## config.mk

```make
export PLATFORM = sky130hd
export DESIGN_NAME = cp0_reg_file
export DESIGN_NICKNAME = d
export VERILOG_FILES = /design/src/rtl/cp0_reg_file_pkg.sv /design/src/rtl/cp0_reg_file_timer.sv /design/src/rtl/cp0_reg_file.sv
export SDC_FILE = /design/constraint.sdc
export NUM_CORES = 1
export LEC_CHECK = 0
export CAP_MARGIN = 20
export CORE_MARGIN = 2
export CORE_UTILIZATION = 39
export DETAILED_ROUTE_END_ITERATION = 7
export PLACE_DENSITY = 0.86
export SLEW_MARGIN = 20
export SYNTH_ARGS = -nofsm -noshare
export SYNTH_HDL_FRONTEND = slang
export SYNTH_HIERARCHICAL = 1
export SYNTH_SLANG_ARGS = --single-unit
```

## constraint.sdc

```tcl
create_clock -name clk -period 4.2 [get_ports clk]
set_input_delay 0.84 -clock clk [delete_from_list [all_inputs] [get_ports clk]]
set_output_delay 0.84 -clock clk [all_outputs]
set_load 0.02 [all_outputs]
```

## src/rtl/cp0_reg_file_pkg.sv

```systemverilog
// Shared CP0 types: register snapshot, write masks, register numbers, ExcCodes
// and Status/Cause bit positions.
package cp0_reg_file_pkg;

  typedef logic [31:0] word_t;
  typedef logic [4:0]  creg_addr_t;

  localparam creg_addr_t CREG_BADVADDR  = 5'd8;
  localparam creg_addr_t CREG_COUNT     = 5'd9;
  localparam creg_addr_t CREG_COMPARE   = 5'd11;
  localparam creg_addr_t CREG_STATUS    = 5'd12;
  localparam creg_addr_t CREG_CAUSE     = 5'd13;
  localparam creg_addr_t CREG_EPC       = 5'd14;
  localparam creg_addr_t CREG_ERROR_EPC = 5'd30;

  localparam logic [4:0] EXC_INT  = 5'd0;
  localparam logic [4:0] EXC_ADEL = 5'd4;
  localparam logic [4:0] EXC_ADES = 5'd5;
  localparam logic [4:0] EXC_SYS  = 5'd8;
  localparam logic [4:0] EXC_BP   = 5'd9;
  localparam logic [4:0] EXC_RI   = 5'd10;
  localparam logic [4:0] EXC_OV   = 5'd12;

  localparam int ST_IE  = 0;
  localparam int ST_EXL = 1;
  localparam int IM_LO  = 8;
  localparam int IM_HI  = 15;
  localparam int CA_BD  = 31;
  localparam int CA_TI  = 30;
  localparam int IP_LO  = 8;
  localparam int IP_HI  = 15;
  localparam int EXC_LO = 2;
  localparam int EXC_HI = 6;

  typedef struct packed {
    word_t badvaddr;
    word_t count;
    word_t compare;
    word_t status;
    word_t cause;
    word_t epc;
    word_t error_epc;
  } cp0_t;

  // Software-writable bits per register; Status exposes BEV, IM, EXL and IE.
  localparam cp0_t CP0_MASK = '{
    badvaddr:  32'h0000_0000,
    count:     32'hFFFF_FFFF,
    compare:   32'hFFFF_FFFF,
    status:    32'h0040_FF03,
    cause:     32'h0000_0300,
    epc:       32'hFFFF_FFFF,
    error_epc: 32'hFFFF_FFFF
  };

  function automatic word_t mask_merge(word_t old_val, word_t new_val, word_t mask);
    return (old_val & ~mask) | (new_val & mask);
  endfunction

endpackage

```

## src/rtl/cp0_reg_file_timer.sv

```systemverilog
// Count/Compare timer with clock divider; the timer-interrupt flag exists only
// when CP0_TIMER_INT_EN is defined, otherwise TI is tied to 0.
module cp0_timer
  import cp0_reg_file_pkg::*;
#(
  parameter int unsigned COUNT_DIV = 2
) (
  input  logic  clk,
  input  logic  reset,
  input  logic  count_we,
  input  logic  compare_we,
  input  word_t wdata,
  output word_t count,
  output word_t compare,
  output logic  ti_next
);

  localparam int DW = (COUNT_DIV > 1) ? $clog2(COUNT_DIV) : 1;

  logic [DW-1:0] div_q, div_d;
  word_t         count_q, count_d;
  word_t         compare_q, compare_d;
  logic          tick;

  assign tick = (div_q == DW'(COUNT_DIV - 1));

  // NOTE: always_comb assigns every output a default first, so no latch can be inferred.
  always_comb begin
    div_d     = tick ? '0 : div_q + DW'(1);
    count_d   = tick ? count_q + 32'd1 : count_q;
    compare_d = compare_q;
    if (count_we) begin
      div_d   = '0;
      count_d = wdata;
    end
    if (compare_we) compare_d = wdata;
  end

  always_ff @(posedge clk or posedge reset) begin
    if (reset) begin
      div_q     <= '0;
      count_q   <= '0;
      compare_q <= '0;
    end else begin
      // NOTE: state registers use non-blocking assignments so every flop samples pre-edge values.
      div_q     <= div_d;
      count_q   <= count_d;
      compare_q <= compare_d;
    end
  end

`ifdef CP0_TIMER_INT_EN
  logic ti_q, ti_d;

  // TI is sticky from the Count update that hits Compare until Compare is rewritten.
  always_comb begin
    ti_d = ti_q | ((tick | count_we) && (count_d == compare_q));
    if (compare_we) ti_d = 1'b0;
  end

  always_ff @(posedge clk or posedge reset) begin
    if (reset) ti_q <= 1'b0;
    else       ti_q <= ti_d;
  end

  assign ti_next = ti_d;
`else
  assign ti_next = 1'b0;
`endif

  assign count   = count_q;
  assign compare = compare_q;

endmodule

```

## src/rtl/cp0_reg_file.sv

```systemverilog
// CP0 register bank: MTC0 commit, exception/ERET recording, Cause.IP sampling
// and interrupt request. Timer interrupt gated by CP0_TIMER_INT_EN.
module cp0_reg_file
  import cp0_reg_file_pkg::*;
#(
  parameter int unsigned COUNT_DIV    = 2,
  parameter word_t       RESET_STATUS = 32'h0040_0000
) (
  input  logic       clk,
  input  logic       reset,
  input  logic       wen,
  input  creg_addr_t waddr,
  input  word_t      wdata,
  input  logic       exc_valid,
  input  logic [4:0] exc_code,
  input  word_t      exc_pc,
  input  logic       exc_in_ds,
  input  word_t      exc_badvaddr,
  input  logic       eret,
  input  logic [5:0] ext_int,
  output cp0_t       cp0,
  output word_t      epc,
  output logic       int_pending
);

  word_t status_q, status_d;
  word_t cause_q, cause_d;
  word_t epc_q, epc_d;
  word_t badvaddr_q, badvaddr_d;
  word_t error_epc_q, error_epc_d;
  logic  int_pending_q, int_pending_d;

  word_t count, compare;
  logic  ti_next;
  logic  mtc0;

  // An exception in the same cycle swallows the MTC0.
  assign mtc0 = wen & ~exc_valid;

  cp0_timer #(.COUNT_DIV(COUNT_DIV)) u_timer (
    .clk        (clk),
    .reset      (reset),
    .count_we   (mtc0 && (waddr == CREG_COUNT)),
    .compare_we (mtc0 && (waddr == CREG_COMPARE)),
    .wdata      (wdata),
    .count      (count),
    .compare    (compare),
    .ti_next    (ti_next)
  );

  always_comb begin
    status_d    = status_q;
    cause_d     = cause_q;
    epc_d       = epc_q;
    badvaddr_d  = badvaddr_q;
    error_epc_d = error_epc_q;

    if (exc_valid) begin
      cause_d[EXC_HI:EXC_LO] = exc_code;
      if (!status_q[ST_EXL]) begin
        epc_d          = exc_in_ds ? exc_pc - 32'd4 : exc_pc;
        cause_d[CA_BD] = exc_in_ds;
      end
      status_d[ST_EXL] = 1'b1;
      if (exc_code == EXC_ADEL || exc_code == EXC_ADES) badvaddr_d = exc_badvaddr;
    end else begin
      if (wen) begin
        case (waddr)
          CREG_BADVADDR:  badvaddr_d  = mask_merge(badvaddr_q, wdata, CP0_MASK.badvaddr);
          CREG_STATUS:    status_d    = mask_merge(status_q, wdata, CP0_MASK.status);
          CREG_CAUSE:     cause_d     = mask_merge(cause_q, wdata, CP0_MASK.cause);
          CREG_EPC:       epc_d       = mask_merge(epc_q, wdata, CP0_MASK.epc);
          CREG_ERROR_EPC: error_epc_d = mask_merge(error_epc_q, wdata, CP0_MASK.error_epc);
          default: ;
        endcase
      end
      // ERET wins over a same-cycle MTC0 Status that tries to set EXL.
      if (eret) status_d[ST_EXL] = 1'b0;
    end

    cause_d[IP_LO+6:IP_LO+2] = ext_int[4:0];
    cause_d[IP_HI]           = ext_int[5] | ti_next;
    cause_d[CA_TI]           = ti_next;

    int_pending_d = status_d[ST_IE] & ~status_d[ST_EXL]
                  & (|(cause_d[IP_HI:IP_LO] & status_d[IM_HI:IM_LO]));
  end

  always_ff @(posedge clk or posedge reset) begin
    if (reset) begin
      status_q      <= RESET_STATUS;
      cause_q       <= '0;
      epc_q         <= '0;
      badvaddr_q    <= '0;
      error_epc_q   <= '0;
      int_pending_q <= 1'b0;
    end else begin
      status_q      <= status_d;
      cause_q       <= cause_d;
      epc_q         <= epc_d;
      badvaddr_q    <= badvaddr_d;
      error_epc_q   <= error_epc_d;
      int_pending_q <= int_pending_d;
    end
  end

  assign cp0 = '{
    badvaddr:  badvaddr_q,
    count:     count,
    compare:   compare,
    status:    status_q,
    cause:     cause_q,
    epc:       epc_q,
    error_epc: error_epc_q
  };
  assign epc         = epc_q;
  assign int_pending = int_pending_q;

endmodule
```

; After elaboration in Yosys (flattened, before gate mapping)
; Cells that the tools add are included.
[word_totals]
in_bits = 118
regBits = 225
output_inout_bits = 257
word_cells = 69
[op_classes]
n_mux = 21
bitwise_logic = 8
reduce_logical = 15
add_sub_neg = 3
n_eq_ne = 9
[op_table]
columns = op, n
row1 = 32-bit 2-to-1 mux, 9
row2 = 32-bit by 1-bit adder with 32-bit output (second input constant), 1
row3 = 16-bit 2-to-1 mux, 2
row4 = 32-bit by 10-bit OR with 32-bit output, 1
row5 = 32-bit by 23-bit OR with 32-bit output, 1
row6 = 32-bit by 3-bit subtractor with 32-bit output (second input constant), 1
row7 = 5-bit by 4-bit == test with 1-bit output (second input constant), 5
row8 = 3-bit AND reduction, 5
row9 = 14-bit 2-to-1 mux, 1
row10 = 5-bit by 3-bit == test with 1-bit output (second input constant), 2
row11 = 8-bit bitwise AND, 1
row12 = 2-bit nonzero test, 4
row13 = 8-bit OR reduction, 1
row14 = 1-bit 2-to-1 mux, 7
row15 = 5-bit == test (second input constant), 1
row16 = 5-bit 2-to-1 mux, 1
row17 = 2-bit AND reduction, 2
row18 = 1-bit bitwise AND, 3
row19 = 3-bit 2-to-1 mux, 1
row20 = 1-bit logical AND, 2
row21 = 2-bit inequality test (second input constant), 1
row22 = 1-bit NOT, 2
row23 = 1-bit adder (second input constant), 1
row24 = 1-bit logical OR, 1

; Depth between registers and ports, before layout
[depth]
word_depth = 8
ltp_mapped = 8

; Modules after synthesis
; Netlist, hierarchy kept.
[by_module_without_submodules]
columns = mod, cells_per_inst, n_inst, area_per_inst_um2, seq_area_each_um2
row1 = cp0_reg_file, 519, 1, 6023.3, 3079.2
row2 = cp0_timer, 289, 1, 3074.2, 1626.6

; Least setup slack after synthesis
; No wires, ideal clock.
[synth_timing]
path_kind = input to register
from = input exc_valid
to = register u_timer.count_q[11] (netlist: u_timer/count[11])
arrival_ns = 2.483
setup_slack_ns = 1.635
setup_ns = 0.083
stages = 8
path_buffers = 4
path_cell_list = buf_2 nor4bb_1 nor4bb_1 clkbuf_1 clkbuf_1 clkbuf_1 nand2_1 o21ai_0
[synth_between]
elab_chain_len = 4
elab_cells_between_ends = 5
cone_classes = 1 x mux / 2 x bitwise / 2 x reduce/logical
[synth_lines]
columns = element, line
row1 = start: declaration, cp0_reg_file.sv:14  ; input logic exc_valid,
row2 = 1-bit NOT (no line) *, -
row3 = 1-bit bitwise AND *, cp0_reg_file.sv:38  ; assign mtc0 = wen & ~exc_valid;
row4 = 1-bit logical AND *, cp0_reg_file.sv:43  ; .count_we (mtc0 && (waddr == CREG_COUNT)),
row5 = 32-bit 2-to-1 mux or 2-bit nonzero test (tied branches), -
row6 = end signal: assignment, cp0_reg_file_timer.sv:47  ; count_q <= count_d;
row7 = end: declaration, cp0_reg_file_timer.sv:21  ; word_t count_q, count_d;
; Mark *: on every way between the ends. The rest lies on a longest branch, timed or not.
; A chain may end at the register's enable or synchronous reset.

; Worst setup path after layout
[layout_timing]
from = input waddr[4]
to = register int_pending_q (netlist: int_pending)
[layout_between]
elab_cells_between_ends = 16
cone_classes = 2 x eq/ne / 9 x mux / 4 x bitwise / 1 x reduce/logical
[layout_lines]
columns = element, line
row1 = start: declaration, cp0_reg_file.sv:12  ; input creg_addr_t waddr,
row2 = 5-bit by 4-bit == test with 1-bit output, cp0_reg_file.sv:68  ; case (waddr)
row3 = 16-bit 2-to-1 mux, cp0_reg_file.sv:68
row4 = 16-bit 2-to-1 mux, cp0_reg_file.sv:67  ; if (wen) begin
row5 = 14-bit 2-to-1 mux, cp0_reg_file.sv:58  ; if (exc_valid) begin
row6 = via status_d[14], cp0_reg_file.sv:26  ; word_t status_q, status_d;
row7 = 8-bit bitwise AND, cp0_reg_file.sv:86  ; & (|(cause_d[IP_HI:IP_LO] & status_d[IM_HI:IM_LO]));
row8 = 8-bit OR reduction, cp0_reg_file.sv:86
row9 = 1-bit bitwise AND, cp0_reg_file.sv:86
row10 = via int_pending_d, cp0_reg_file.sv:31  ; logic int_pending_q, int_pending_d;
row11 = end signal: assignment, cp0_reg_file.sv:103  ; int_pending_q <= int_pending_d;
row12 = end: declaration, cp0_reg_file.sv:31
; The timed path passes the listed nets, and every way through them passes these cells. The select of a mux whose other input is x is not followed.

==> impl_metrics.py <==
metrics = {
    "routing": {
        "wl_per_cell_microns": 19.9,
        "vias": 7351,
        "viasPerCell": 5.15,
        "drt-pass1-iter-count": 5,
        "ant_nets": 0,
        "routed_wl_microns": 28400,
        "route.detailed.drc": 0,
        "drtIter0Drc": 319,
    },
    "grt": {
        "grt_pass1_wl_microns": 42700,
        "antenna_found_initial": 0,
        "grt_max_degree": 84,
        "grt_usage_pct": 23.0,
        "grt-ovfl-total": 0,
        "grt_pass1_vias": 7536,
    },
    "timing": {
        "worst_pin_slew_ns": 0.930,
        "period_share_pct": 70.6,
        "slew_violations": 0,
        "fmax_mhz": 337,
        "slew_headroom_pct": 37.8,
        "layout_min_cycle_time_ns": 2.96,
        "setup_ws_ns": 1.24,
        "hold_viol": 0,
        "skew_ns": 0.0115,
        "rsz0062_at_grt": "false",
        "timing.setup.tns_ns": 0,
        "setup_viol": 0,
    },
    "yosys": {
        "syn_area_sq_um": 9100,
        "synth_edf_count": 0,
        "synthArstFlopShare_pct": 100,
        "yosys_warnings": 6,
        "avgSynthCellArea_sq_um": 11.3,
        "synthTopCellsByCount": "dfrtp_1, mux2_2, buf_4",
        "ys.flop_type": "dfrtp_1",
        "seq_area_frac_synth_pct": 51.7,
        "syn_inst": 808,
        "ys_top_cells_by_area": "dfrtp_1, mux2_2, buf_4",
        "yosysTopAreaCellShare_pct": 51.4,
        "yosys.area.top_type": "dfrtp_1",
        "ys_types": 60,
        "ys_ff_latch": 188,
        "synth_most_common_cell": "dfrtp_1",
    },
    "cts": {
        "clock_latency_ns": 0.43,
        "cts_tree": "built",
        "clk_pin_slew_ns": 0.08,
        "clock_path_buffers": 2,
        "htree_num_levels": 4,
        "cts_hold_buf": 0,
        "cts_made_buffers": 17,
        "cts_root_buf": "clkbuf_16",
        "post-cts-setup-buffers": 0,
        "cts_resized": 0,
        "clock_sinks": 188,
    },
    "place": {
        "gp_congestion": 0.838,
        "place_ws_ns": 0.786,
        "port_buffers": 336,
        "hpwlAfterDp_microns": 21900,
    },
    "power_and_ir_drop": {
        "p_int_w": 0.00406,
        "finalPower_w": 0.00605,
        "ir_drop_mv": 0.259,
        "p_sw_w": 0.00200,
        "powerDensity_nw_per_um2": 464,
        "pwr-share-seq_pct": 39.7,
        "p_leak_nw": 5.37,
        "swShare_pct": 33.0,
        "power_frac_clock_pct": 28.1,
        "combPwrFrac_pct": 32.3,
    },
    "floorplanning": {
        "core_region_area_sq_um": 22800,
        "die-area_sq_um": 24600,
        "ios": 375,
        "die_w_microns": 157,
        "num_rows": 55,
        "initial_core_util_pct": 39.9,
        "die_h_microns": 157,
    },
    "critical_path": {
        "worstSetupEndpoint": "int_pending$_DFF_PP0_",
        "critPathKind": "in2reg",
        "r2r-end": "u_timer/count[24]$_DFFE_PP0N_",
        "rr_worst_depth": 4,
        "crit_arrival_ns": 3.26,
        "cp.required_ns": 4.49,
        "path_max_fanout": 7,
        "cpLargestDelayFamily": "compound AO/OA/AOI/OAI gates",
        "crit_chain": "clkdlybuf4s50_1 > nor4b_4 > nand2_1 > mux2_2 > a2111oi_0 > a31oi_1",
        "worstSetupStartpoint": "waddr[4]",
        "slowest_stage": "a2111oi_0",
        "critPathBufInv": 1,
        "max_stage_delay_ns": 0.60,
        "crit_cells": 6,
        "end_kind": "register",
        "reg2reg_slack_ns": 1.81,
        "crit_path_start_kind": "input pin",
        "r2r_start": "u_timer/count[7]$_DFFE_PP0N_",
    },
    "layout": {
        "area_delta_synth_final_pct": 43.6,
        "layout.nets": 1223,
        "drive_gt1_share_pct": 15.4,
        "filler_cell_count": 1863,
        "final-seq-area_sq_um": 4710,
        "diodes": 0,
        "multi_input_area_sq_um": 3830,
    },
    "status": {
        "outcome": "finished, final reports clean",
    },
    "job": {
        "cap_violations": 0,
    },
    "worst_hold_path": {
        "holdCritStartpoint": "badvaddr_q[18]$_DFFE_PP0P_",
        "hp-class": "reg2reg",
    },
}
## flip-flops by register name, summed over array words and instances (netlist names)
signal and cells:
cause_q 15, u_timer/compare 32, int_pending 1, error_epc_q 32, epc 32, u_timer/count 32
u_timer/div_q 1, status_q 11, badvaddr_q 32
## worst min path at each step
stage          cells past startpoint                               to
3_5_place_dp                       1      error_epc_q[15]$_DFFE_PP0P_
4_1_cts                            1      error_epc_q[19]$_DFFE_PP0P_
6_report                           1       badvaddr_q[18]$_DFFE_PP0P_
2_1_floorplan                      2          u_timer/div_q$_DFF_PP0_
5_1_grt                            1  u_timer/compare[11]$_DFFE_PP0P_
3_3_place_gp                       1       badvaddr_q[27]$_DFFE_PP0P_
## worst reg2reg max path: stages (launching register included)
cell     delay (ns)
dfrtp_1        0.46
nand4_2        0.22
or4_1          0.84
or4_1          0.57
a31oi_1        0.21
## cell usage in the layout (no fill, tap or decap), drive strengths merged, types with 3 or more instances in the layout
cell type,n
a21boi,3
a21oi,21
a31oi,14
buf,14
bufinv,3
clkbuf,20
clkdlybuf4s50,335
clkinv,3
clkinvlp,3
conb,39
dfrtp,187
inv,15
mux2,110
mux2i,9
nand2,59
nand2b,3
nand3,18
nand4,12
nor2,29
nor2b,3
nor3,9
nor3b,18
nor4,12
nor4b,5
o211ai,5
o21ai,51
o31a,3
o31ai,10
or3,12
or4,22
xnor2,29
xor2,9
## final cells by class
class,instances,share of cell area (%)
clock buffer,20,3.42
clock inverter,11,1.22
multi-input combinational,534,29.4
inverter,13,0.412
timing repair buffer,349,26.6
tap,313,3.00
sequential,188,36.0
## per-stage QoR
stage | utilization [%] | instances | instance area, sq um | hold WS, ns
global placement | 54.7 | 1397 | 12500 | 0.488
global route | 57.3 | 1428 | 13100 | 0.522
detailed placement | 54.7 | 1397 | 12500 | 0.492
finish | 57.3 | 1428 | 13100 | 0.506
floorplan | - | 845 | 9240 | 0.548
CTS | 57.3 | 1428 | 13100 | 0.508
## cell families after synthesis
logic type | after synthesis | share of synthesized area (%)
buffers and inverters | 123 | 8.07
multiplexers | 119 | 14.6
adder cells (fa/ha/maj) | 2 | 0.275
other | 2 | 0.0826
XOR/XNOR | 38 | 3.66
AO/OA/AOI/OAI | 120 | 7.87
AND/OR/NAND/NOR | 216 | 13.7
flip-flops | 188 | 51.7
## power by group through the flow
stage	clock network [W]	logic [W]	registers, W
finish	0.00170	0.00195	0.00240
global route	0.00181	0.00207	0.00245
CTS	0.00173	0.00197	0.00240
detailed placement	0	0.00196	0.00243
global placement	0	0.00193	0.00242
floorplan	0	0.000636	0.00276
## layer usage
layer | GRT usage (%) | vias to the layer above | part of all wire [%]
met4 | 7.95 | 2 | 2.1
li1 | - | 3375 | -
met1 | 28.4 | 3623 | 40
met2 | 39.0 | 310 | 50
met5 | 2.48 | - | 0.28
met3 | 5.70 | 41 | 6.9
No activity file was read; power rests on OpenSTA's default activity.
